<file path="config.mk">
export PLATFORM = sky130hd
export DESIGN_NAME = energy_min_tracker
export DESIGN_NICKNAME = d
export VERILOG_FILES = /design/src/rtl/energy_min_tracker.sv
export SDC_FILE = /design/constraint.sdc
export NUM_CORES = 1
export LEC_CHECK = 0
export ABC_AREA = 1
export CORE_ASPECT_RATIO = 0.7
export CORE_MARGIN = 4
export CORE_UTILIZATION = 41
export DETAILED_ROUTE_END_ITERATION = 7
export DONT_BUFFER_PORTS = 1
export PLACE_DENSITY = 0.57
export SLEW_MARGIN = 0
export SYNTH_ARGS = -nofsm -noshare
export SYNTH_HDL_FRONTEND = slang
export SYNTH_SLANG_ARGS = --single-unit
</file>
<file path="constraint.sdc">
create_clock -name clk_i -period 2.7 [get_ports clk_i]
set_input_delay 0.54 -clock clk_i [delete_from_list [all_inputs] [get_ports clk_i]]
set_output_delay 0.54 -clock clk_i [all_outputs]
set_load 0.01 [all_outputs]
</file>
<file path="src/rtl/energy_min_tracker.sv">
// Energy minimum tracker: consumes a configured number of signed energy samples
// and reports the minimum and its first index. Optional running sum: ENERGY_MIN_TRACKER_SUM_EN.
module energy_min_tracker #(
  parameter int ENERGY_BITS = 32,
  parameter int INDEX_BITS  = 16
) (
  input  logic                          clk_i,
  input  logic                          rst_i,
  input  logic                          en_i,
  input  logic                          flush_i,
  input  logic                          cfg_valid_i,
  output logic                          cfg_ready_o,
  input  logic [INDEX_BITS-1:0]         cfg_num_samples_i,
  input  logic                          energy_valid_i,
  output logic                          energy_ready_o,
  input  logic signed [ENERGY_BITS-1:0] energy_i,
  output logic                          result_valid_o,
  input  logic                          result_ready_i,
  output logic signed [ENERGY_BITS-1:0] min_energy_o,
  output logic [INDEX_BITS-1:0]         min_index_o,
  output logic [INDEX_BITS-1:0]         sample_cnt_o,
  output logic                          busy_o
`ifdef ENERGY_MIN_TRACKER_SUM_EN
  ,
  output logic signed [ENERGY_BITS+INDEX_BITS-1:0] sum_energy_o
`endif
);

  localparam logic signed [ENERGY_BITS-1:0] MAX_E =
    {1'b0, {(ENERGY_BITS-1){1'b1}}};
  localparam logic [INDEX_BITS-1:0] ONE = 1;
  localparam logic [INDEX_BITS-1:0] ZERO = '0;

  typedef enum logic [1:0] {
    IDLE,
    TRACK,
    REPORT
  } state_t;

  state_t                        r_state;
  logic                          r_valid;
  logic signed [ENERGY_BITS-1:0] r_min;
  logic [INDEX_BITS-1:0]         r_idx;
  logic [INDEX_BITS-1:0]         r_cnt;
  logic [INDEX_BITS-1:0]         r_target;

  logic                          w_cfg_hs;
  logic                          w_e_hs;
  logic                          w_less;
  logic                          w_last;
  logic [INDEX_BITS-1:0]         w_cnt_nxt;

`ifdef ENERGY_MIN_TRACKER_SUM_EN
  logic signed [ENERGY_BITS+INDEX_BITS-1:0] r_sum;
  logic signed [ENERGY_BITS+INDEX_BITS-1:0] w_ext;
  assign w_ext = {{INDEX_BITS{energy_i[ENERGY_BITS-1]}}, energy_i};
  assign sum_energy_o = r_sum;
`endif

  assign cfg_ready_o    = (r_state == IDLE) && en_i && !flush_i;
  assign energy_ready_o = (r_state == TRACK) && en_i && !flush_i;
  assign w_cfg_hs       = cfg_valid_i && cfg_ready_o;
  assign w_e_hs         = energy_valid_i && energy_ready_o;
  assign w_less         = energy_i < r_min;
  assign w_cnt_nxt      = r_cnt + ONE;
  assign w_last         = (w_cnt_nxt == r_target);

  assign result_valid_o = r_valid;
  assign min_energy_o   = r_min;
  assign min_index_o    = r_idx;
  assign sample_cnt_o   = r_cnt;
  assign busy_o         = (r_state != IDLE);

  always_ff @(posedge clk_i) begin
    if (rst_i) begin
      r_state  <= IDLE;
      r_valid  <= 1'b0;
      r_min    <= MAX_E;
      r_idx    <= '0;
      r_cnt    <= '0;
      r_target <= '0;
`ifdef ENERGY_MIN_TRACKER_SUM_EN
      r_sum    <= '0;
`endif
    end else if (flush_i) begin
      // Abort keeps the partial statistics visible
      r_state <= IDLE;
      r_valid <= 1'b0;
    end else begin
      unique case (r_state)
        IDLE: begin
          if (w_cfg_hs) begin
            r_target <= cfg_num_samples_i;
            r_min    <= MAX_E;
            r_idx    <= '0;
            r_cnt    <= '0;
`ifdef ENERGY_MIN_TRACKER_SUM_EN
            r_sum    <= '0;
`endif
            if (cfg_num_samples_i == ZERO) begin
              r_state <= REPORT;
              r_valid <= 1'b1;
            end else begin
              r_state <= TRACK;
            end
          end
        end
        TRACK: begin
          if (w_e_hs) begin
            r_cnt <= w_cnt_nxt;
            if (w_less) begin
              r_min <= energy_i;
              r_idx <= r_cnt;
            end
`ifdef ENERGY_MIN_TRACKER_SUM_EN
            r_sum <= r_sum + w_ext;
`endif
            if (w_last) begin
              r_state <= REPORT;
              r_valid <= 1'b1;
            end
          end
        end
        REPORT: begin
          // Result handshake is honoured even with en_i low
          if (result_ready_i) begin
            r_state <= IDLE;
            r_valid <= 1'b0;
          end
        end
        default: begin
          r_state <= IDLE;
          r_valid <= 1'b0;
        end
      endcase
    end
  end

endmodule
</file>
Yosys cells after proc, flatten, opt, wreduce, memory -nomap -nowiden
Index checks and enable logic that the tools add are counted.
{ "classes": {"add_sub_neg": 1, "n_mul": 0, "n_div": 0, "n_lt_le_gt_ge": 1, "n_eq_ne": 9, "shifts": 0, "muxes": 22, "bitwise": 1, "n_reduce_logical": 17} }
{ "op_table": {"columns": ["operator", "count"], "rows": [
  ["32-bit two-way mux", 3],
  ["16-bit two-way mux", 4],
  ["16-bit case mux with 2 select lines", 2],
  ["32-bit case mux with 2 select lines", 1],
  ["32-bit < comparator", 1],
  ["16-bit by 1-bit adder with 16-bit output (second input constant)", 1],
  ["16-bit equality test", 1],
  ["16-bit zero test", 1],
  ["2-bit two-way mux", 5],
  ["2-bit inequality test (second input constant)", 5],
  ["5-bit AND reduction", 2],
  ["4-bit AND reduction", 2],
  ["1-bit logical AND", 6],
  ["2-bit case mux with 3 select lines", 1],
  ["1-bit two-way mux", 5],
  ["2-bit nonzero test", 2],
  ["1-bit case mux with 3 select lines", 1],
  ["3-bit AND reduction", 1],
  ["2-bit by 1-bit equality test with 1-bit output (second input constant)", 1],
  ["2-bit equality test (second input constant)", 1],
  ["2-bit zero test", 1],
  ["2-bit by 1-bit inequality test with 1-bit output (second input constant)", 1],
  ["2-bit OR reduction", 1],
  ["1-bit zero test", 1],
  ["1-bit NOT", 1]
]} }
{ "totals": {"reg_bits": 83, "latchBits": 0, "ram_bits": 0, "mem_bits_ro": 0, "out_inout_bits": 68, "wordCells": 57, "memories": 0} }

Logic depth before layout (Yosys ltp)
Gate-level depths: netlist (run 1).
{ "depth": {"ltp_word": 6, "mapped_depth": 19, "depth_no_buf": 17} }

Worst setup path after synthesis (run 1)
Ideal clock, no wire load.
{ "synth_timing": {"kind": "input-to-reg", "from": "input energy_i[5]", "to": "register r_idx[10] (netlist: min_index_o[10])", "setup_ps": 115, "arrival_ps": 2216, "path_slack_ps": 369, "stages": 15, "n_path_buf": 2, "path_cell_list": "ha_1 > a21oi_1 > nor2_1 > nor3_1 > nand2_1 > nand2_1 > nand2_1 > nand2_1 > nand3_1 > nand3_1 > clkbuf_1 > clkbuf_1 > nand3_1 > nand2_1 > nor2_1"} }
{ "synth_via": {"elab_chain_cells": 3} }
{ "synth_lines": {"columns": ["item", "line_no", "text"], "rows": [
  ["start: declaration", "16", "input logic signed [ENERGY_BITS-1:0] energy_i,"],
  ["32-bit < comparator", "64", "assign w_less = energy_i < r_min;"],
  ["2-bit inequality test (no line)", null, null],
  ["5-bit AND reduction (no line)", null, null],
  ["end signal: assignment", "113", "r_idx <= r_cnt;"],
  ["end: declaration", "43", "logic [INDEX_BITS-1:0] r_idx;"]
]} }
Every way passes these cells.
A chain may end at the register's enable or synchronous reset.

Worst setup path in the final report (run 1)
{ "layout_timing": {"from": "register r_min[26] (netlist: min_energy_o[26])", "to": "register r_idx[10] (netlist: min_index_o[10])"} }
{ "layout_via": {"elab_chain_cells": 3} }
{ "layout_lines": {"columns": ["item", "line_no", "text"], "rows": [
  ["start: declaration", "42", "logic signed [ENERGY_BITS-1:0] r_min;"],
  ["start signal: assignment", "112", "r_min <= energy_i;"],
  ["32-bit < comparator", "64", null],
  ["2-bit inequality test (no line)", null, null],
  ["5-bit AND reduction (no line)", null, null]
]} }
Every way passes these cells.

==> reports/metrics.csv, run 1 <==
metric,value,unit
outcome,completed,
HP Class,in -> reg,
root cell of the clock tree,clkbuf_16,
vias in the first global route,4461,
Netlist cell types,30,
Final Max Slew Viols,0,
H-tree depth,3,
initial antenna violation count,0,
row count,33,
multi-input logic area,2740,um2
Final Cycle Share,89.0,%
Overflow after GRT,0,
Tot GR Track Use,20.8,%
P_leak,0.00273,uW
drt pass-1 iters,5,
RSZ-0062 raised after global routing,no,
clock slew at reported path FFs,60,ps
Setup TNS,0,ps
clk sink count,83,
biggest area consumer among synthesized cells,dfxtp_1,
VDD IR max,391,uV
Arrival @ worst endpoint,2630,ps
Post-CTS Resized,0,
drc violations,0,
die width,140,um
CTS tree,done,
core area,11800,um2
Required @ worst endpoint,2930,ps
Vias per Instance,5.15,
nets,857,
syn nets,865,
Least-Margin Pin Slew,764,ps
Final Routed Wirelength,14.5,mm
clock latency on the worst-skew pair,340,ps
Clock Path Buffers,2,
RePlAce Congestion,0.896,
max frequency,416,MHz
post-layout min period,2400,ps
n_diodes,0,
Final HPWL DP,10.8,mm
Top-Level Pins,123,
hold-fix buffers at CTS,0,
synthesized flop and latch total,83,
register area,1660,um2
Synth top area share,33.4,%
PD cells,527,nW/um2
die area,14000,um2
share of cells above drive strength 1,5.04,%
Yosys warnings,0,
"Max FO, Critical Path",37,
Hold Fails Final Rpt,0,
first-pass GRT wire length,23.4,mm
Final setup violation count,0,
post-synthesis cell area,4970,um2
Critical Setup Path Class,reg -> reg,
tightest hold margin,264,ps
MaxCap Viol Count,0,
Filler cells,1231,
initial drt markers,359,
sequential-to-total area share from yosys stat,33.4,%
Mapped Avg Cell Area,6.39,um2
Initial Util,42.3,%
largest net degree at the start of global routing,50,
Post-CTS Setup Inserts,0,
via count,4790,
post-route ant nets,0,
crit start category,flop,
Synth area leaders,"dfxtp_1, nand2_1, nand3_1",
CTS Buf Count,9,
Mapped Cells,778,
Die Ht,100,um
Final Skew,5.23,ps
Port Buf Inserts,0,
critical path endpoint category,flop,
wire per inst,15.5,um
Slew Limit Headroom,49.0,%
area delta synth->final,9.24,%
[cells by family after synthesis]
family                     after synthesis  synth area share (%)
xor gates and xnor gates                 4                 0.705
adders and majority gates               32                  8.05
and+or+nand+nor                        424                  36.8
buffers and inverters                  146                  11.7
DFF                                     83                  33.4
AOI/OAI and AO/OA                       89                  9.34
[final cells by class]
cell class / count / share of cell area [%]
Clock buffer: 13 / 4.79
Clock inverter: 2 / 0.645
Inverter: 111 / 7.67
Multi-Input combinational cell: 549 / 50.5
Sequential cell: 83 / 30.6
Tap cell: 157 / 3.62
Timing Repair Buffer: 16 / 2.21
[critical path, cell delays in order, from the launching register on]
cell	delay (ps)
dfxtp_1	440
inv_1	80
ha_1	280
nand2_1	60
o21ai_0	360
nand2_1	90
nand2_1	100
a21oi_1	60
nand2_1	70
nand2_1	60
nand3_2	80
buf_4	350
nand3_1	130
nand2_1	80
nor2_1	50
[synthesized netlist by cell type, drive strengths merged]
| library cell | number |
|---|---|
| nand2 | 228 |
| xnor2 | 1 |
| dfxtp | 83 |
| nand4 | 6 |
| nor4 | 4 |
| nor2 | 52 |
| o21a | 1 |
| nor3 | 5 |
| clkbuf | 24 |
| o31ai | 1 |
| clkinv | 1 |
| o21bai | 2 |
| buf | 11 |
| ha | 32 |
| xor2 | 3 |
| nand3 | 129 |
| o211ai | 1 |
| a22o | 1 |
| o21ai | 18 |
| a21oi | 64 |
| a211oi | 1 |
| inv | 110 |
[per-layer routing]
layer	vias up	track usage, %	wire length, um
met5	-	0	0
met4	0	4.91	155
met3	12	7.38	1320
met2	144	29.1	5730
met1	2151	30.5	7260
li1	2483	-	-
[stage by stage]
stage	cells	cell area, um2	worst slack [ps]	util, %	power, uW
floorplan	778	4970	369	-	1570
global placement	916	5140	278	43.6	1620
detailed placement	916	5140	237	43.6	1640
CTS	931	5430	294	46.2	2880
global route	931	5430	1.71	46.2	2990
finish	931	5430	297	46.2	2860
[worst paths after layout]
path                                               startpoint                           end  slack [ps]  cells after the start
worst max-delay path            min_energy_o[26]$_SDFFE_PP1P_  min_index_o[10]$_SDFFE_PP0P_         300                     14
worst min-delay path                                    rst_i      r_target[2]$_SDFFE_PP0P_         260                      1
worst max register to register  min_energy_o[26]$_SDFFE_PP1P_  min_index_o[10]$_SDFFE_PP0P_         300                     14
worst min register to register      r_target[11]$_SDFFE_PP0P_     r_target[11]$_SDFFE_PP0P_         470                      2
[placed cells by master, fill, tap and decap left out, types with 4 or more instances in the layout]
cell type,instances
nand2_1,227
nand3_1,128
inv_1,108
dfxtp_1,83
a21oi_1,64
nor2_1,48
ha_1,32
o21ai_0,18
buf_4,16
clkbuf_16,9
nand4_1,6
nor3_1,4
nor4_1,4
[where the power goes]
| part | internal [uW] | total [uW] | switching, uW |
|---|---|---|---|
| registers | 1270 | 1330 | 58.1 |
| logic | 103 | 279 | 176 |
| clock network | 762 | 1250 | 493 |
[sequential cells by signal, indices dropped and copies added (netlist names)]
name and flops:
min_index_o 16, result_valid_o 1, r_state 2, min_energy_o 32, sample_cnt_o 16, r_target 16
Power figures use the tool's default switching activity.
==> run 2: changes to the inputs <==
==> constraint.sdc (replaced) <==
create_clock -name clk_i -period 3.05 [get_ports clk_i]
set_input_delay 0.61 -clock clk_i [delete_from_list [all_inputs] [get_ports clk_i]]
set_output_delay 0.61 -clock clk_i [all_outputs]
set_load 0.01 [all_outputs]
==> run 2 against run 1 <==
Compared with the run above:
- cell count is 0.43% lower
- clock power fell by 8%
- global-route usage down 0.71 points
- fmax down 5.5%
- critical path type unchanged
==> reports/metrics.csv, run 2 (synthesis gave the netlist of run 1 again) <==
metric,value,unit,change
CTS Buf Count,9,,unchanged
n_diodes,0,,unchanged
Clock Path Buffers,2,,unchanged
CTS tree,done,,
root cell of the clock tree,clkbuf_16,,
Vias per Instance,5.17,,+0.47%
largest net degree at the start of global routing,50,,unchanged
clock latency on the worst-skew pair,330,ps,about the same
Arrival @ worst endpoint,2770,ps,+140 ps
Post-CTS Setup Inserts,0,,unchanged
Critical Setup Path Class,reg -> reg,,
initial drt markers,372,,+3.6%
area delta synth->final,8.78,%,
HP Class,in -> reg,,
max frequency,393,MHz,-5.5%
VDD IR max,269,uV,-31%
die area,14000,um2,unchanged
DP Worst Slack,581,ps,+344 ps
Port Buf Inserts,0,,unchanged
Tot GR Track Use,20.1,%,-0.71 points
Required @ worst endpoint,3270,ps,+340 ps
final setup margin,506,ps,+209 ps
MaxCap Viol Count,0,,unchanged
Final Skew,8.52,ps,+3.29 ps
first-pass GRT wire length,22.9,mm,-2.4%
outcome,completed,,
die width,140,um,unchanged
H-tree depth,3,,unchanged
Final setup violation count,0,,unchanged
hold-fix buffers at CTS,0,,unchanged
P_leak,0.00271,uW,-0.86%
clk sink count,83,,unchanged
proportion of power drawn by combinational gates,9.5,%,-0.2 points
Sw Share,24.9,%,-0.46 points
Overflow after GRT,0,,unchanged
"commonest non-fill, non-tap cells in the layout","nand2_1, nand3_1, inv_1",,
Top-Level Pins,123,,unchanged
row count,33,,unchanged
"Max FO, Critical Path",7,,-81%
sequential power share,45.7,%,-0.7 points
Psw,642,uW,-12%
Clk network pwr share,44.8,%,+1.0 points
Final Cycle Share,83.4,%,-5.6 points
Slew Limit Headroom,48.9,%,-0.065 points
Post-CTS Resized,0,,unchanged
vias in the first global route,4451,,-0.22%
Final HPWL DP,10.4,mm,-3.0%
Final Max Slew Viols,0,,unchanged
Hold Fails Final Rpt,0,,unchanged
"most common cell after layout, fill and taps aside",nand2_1,,
critical path endpoint category,flop,,
core area,11800,um2,unchanged
P_int,1930,uW,-9.6%
drt pass-1 iters,6,,+1
Filler cells,1274,,+3.5%
share of cells above drive strength 1,4.55,%,-0.49 points
nets,852,,-0.58%
initial antenna violation count,0,,unchanged
Least-Margin Pin Slew,765,ps,+0.978 ps
post-route ant nets,0,,unchanged
Largest register FFs,32,,unchanged
drc violations,0,,unchanged
Initial Util,42.3,%,unchanged
Final Routed Wirelength,14.0,mm,-3.1%
RSZ-0062 raised after global routing,no,,
Die Ht,100,um,unchanged
post-layout min period,2540,ps,+141 ps
PD cells,476,nW/um2,-9.7%
clock slew at reported path FFs,70,ps,about the same
via count,4792,,+0.042%
Setup TNS,0,ps,unchanged
wire per inst,15.1,um,-2.7%
fin util,46.0,%,-0.19 points
crit start category,flop,,
RePlAce Congestion,0.932,,+4.0%
==> run 2: critical path, cell delays in order (launching register included) <==
cell and delay, ps:
dfxtp_1 510, ha_1 260, nand2_1 80, nor2_1 430
nand4_1 280, nand2_1 130, nand2_1 50, nand2_1 50
nand3_1 60, nor2_1 140, nand3_1 120, nand2_1 90
nand3_1 90, nand3_1 90, nand2_1 50
==> run 2: area by class of cell <==
type                       count  area (um2)  share of cell area (%)
sequential                    83        1660                    30.7
multi-input combinational    549        2740                    50.7
clock buffer                  11         233                    4.30
timing repair buffer          11        82.6                    1.53
inverter                     111         417                    7.70
clock inverter                 5        77.6                    1.43
tap                          157         196                    3.63
==> run 2: worst paths after layout <==
check / startpoint / end / slack, ps / depth (start not counted)
worst max register to register: sample_cnt_o[1]$_SDFFE_PP0P_ / result_valid_o$_SDFFE_PP0P_ / 510 / 14
worst max-delay path: sample_cnt_o[1]$_SDFFE_PP0P_ / result_valid_o$_SDFFE_PP0P_ / 510 / 14
worst min-delay path: rst_i / sample_cnt_o[15]$_SDFFE_PP0P_ / 340 / 1
worst min register to register: r_target[15]$_SDFFE_PP0P_ / r_target[15]$_SDFFE_PP0P_ / 470 / 2
==> run 2: per-stage QoR <==
step,hold slack [ps],power [uW],cell area [um2],std cells
5_1_grt,321,2690,5410,927
3_5_place_dp,462,1450,5100,911
3_3_place_gp,456,1440,5100,911
4_1_cts,326,2600,5410,927
6_report,343,2570,5410,927
2_1_floorplan,436,1390,4970,778
==> run 2: power groups by stage <==
stage | Clock (uW) | Sequential (uW) | Combinational (uW)
floorplan | 0 | 1190 | 202
global placement | 0 | 1200 | 238
detailed placement | 0 | 1200 | 245
CTS | 1180 | 1180 | 247
global route | 1220 | 1180 | 289
finish | 1150 | 1180 | 245
==> run 2: layer usage <==
metal	vias to the layer above	routed length [um]	track usage (%)
met5	-	0	0
met4	0	172	4.77
met3	17	1360	7.29
met2	170	5480	28.3
met1	2137	7000	29.1
li1	2468	-	-
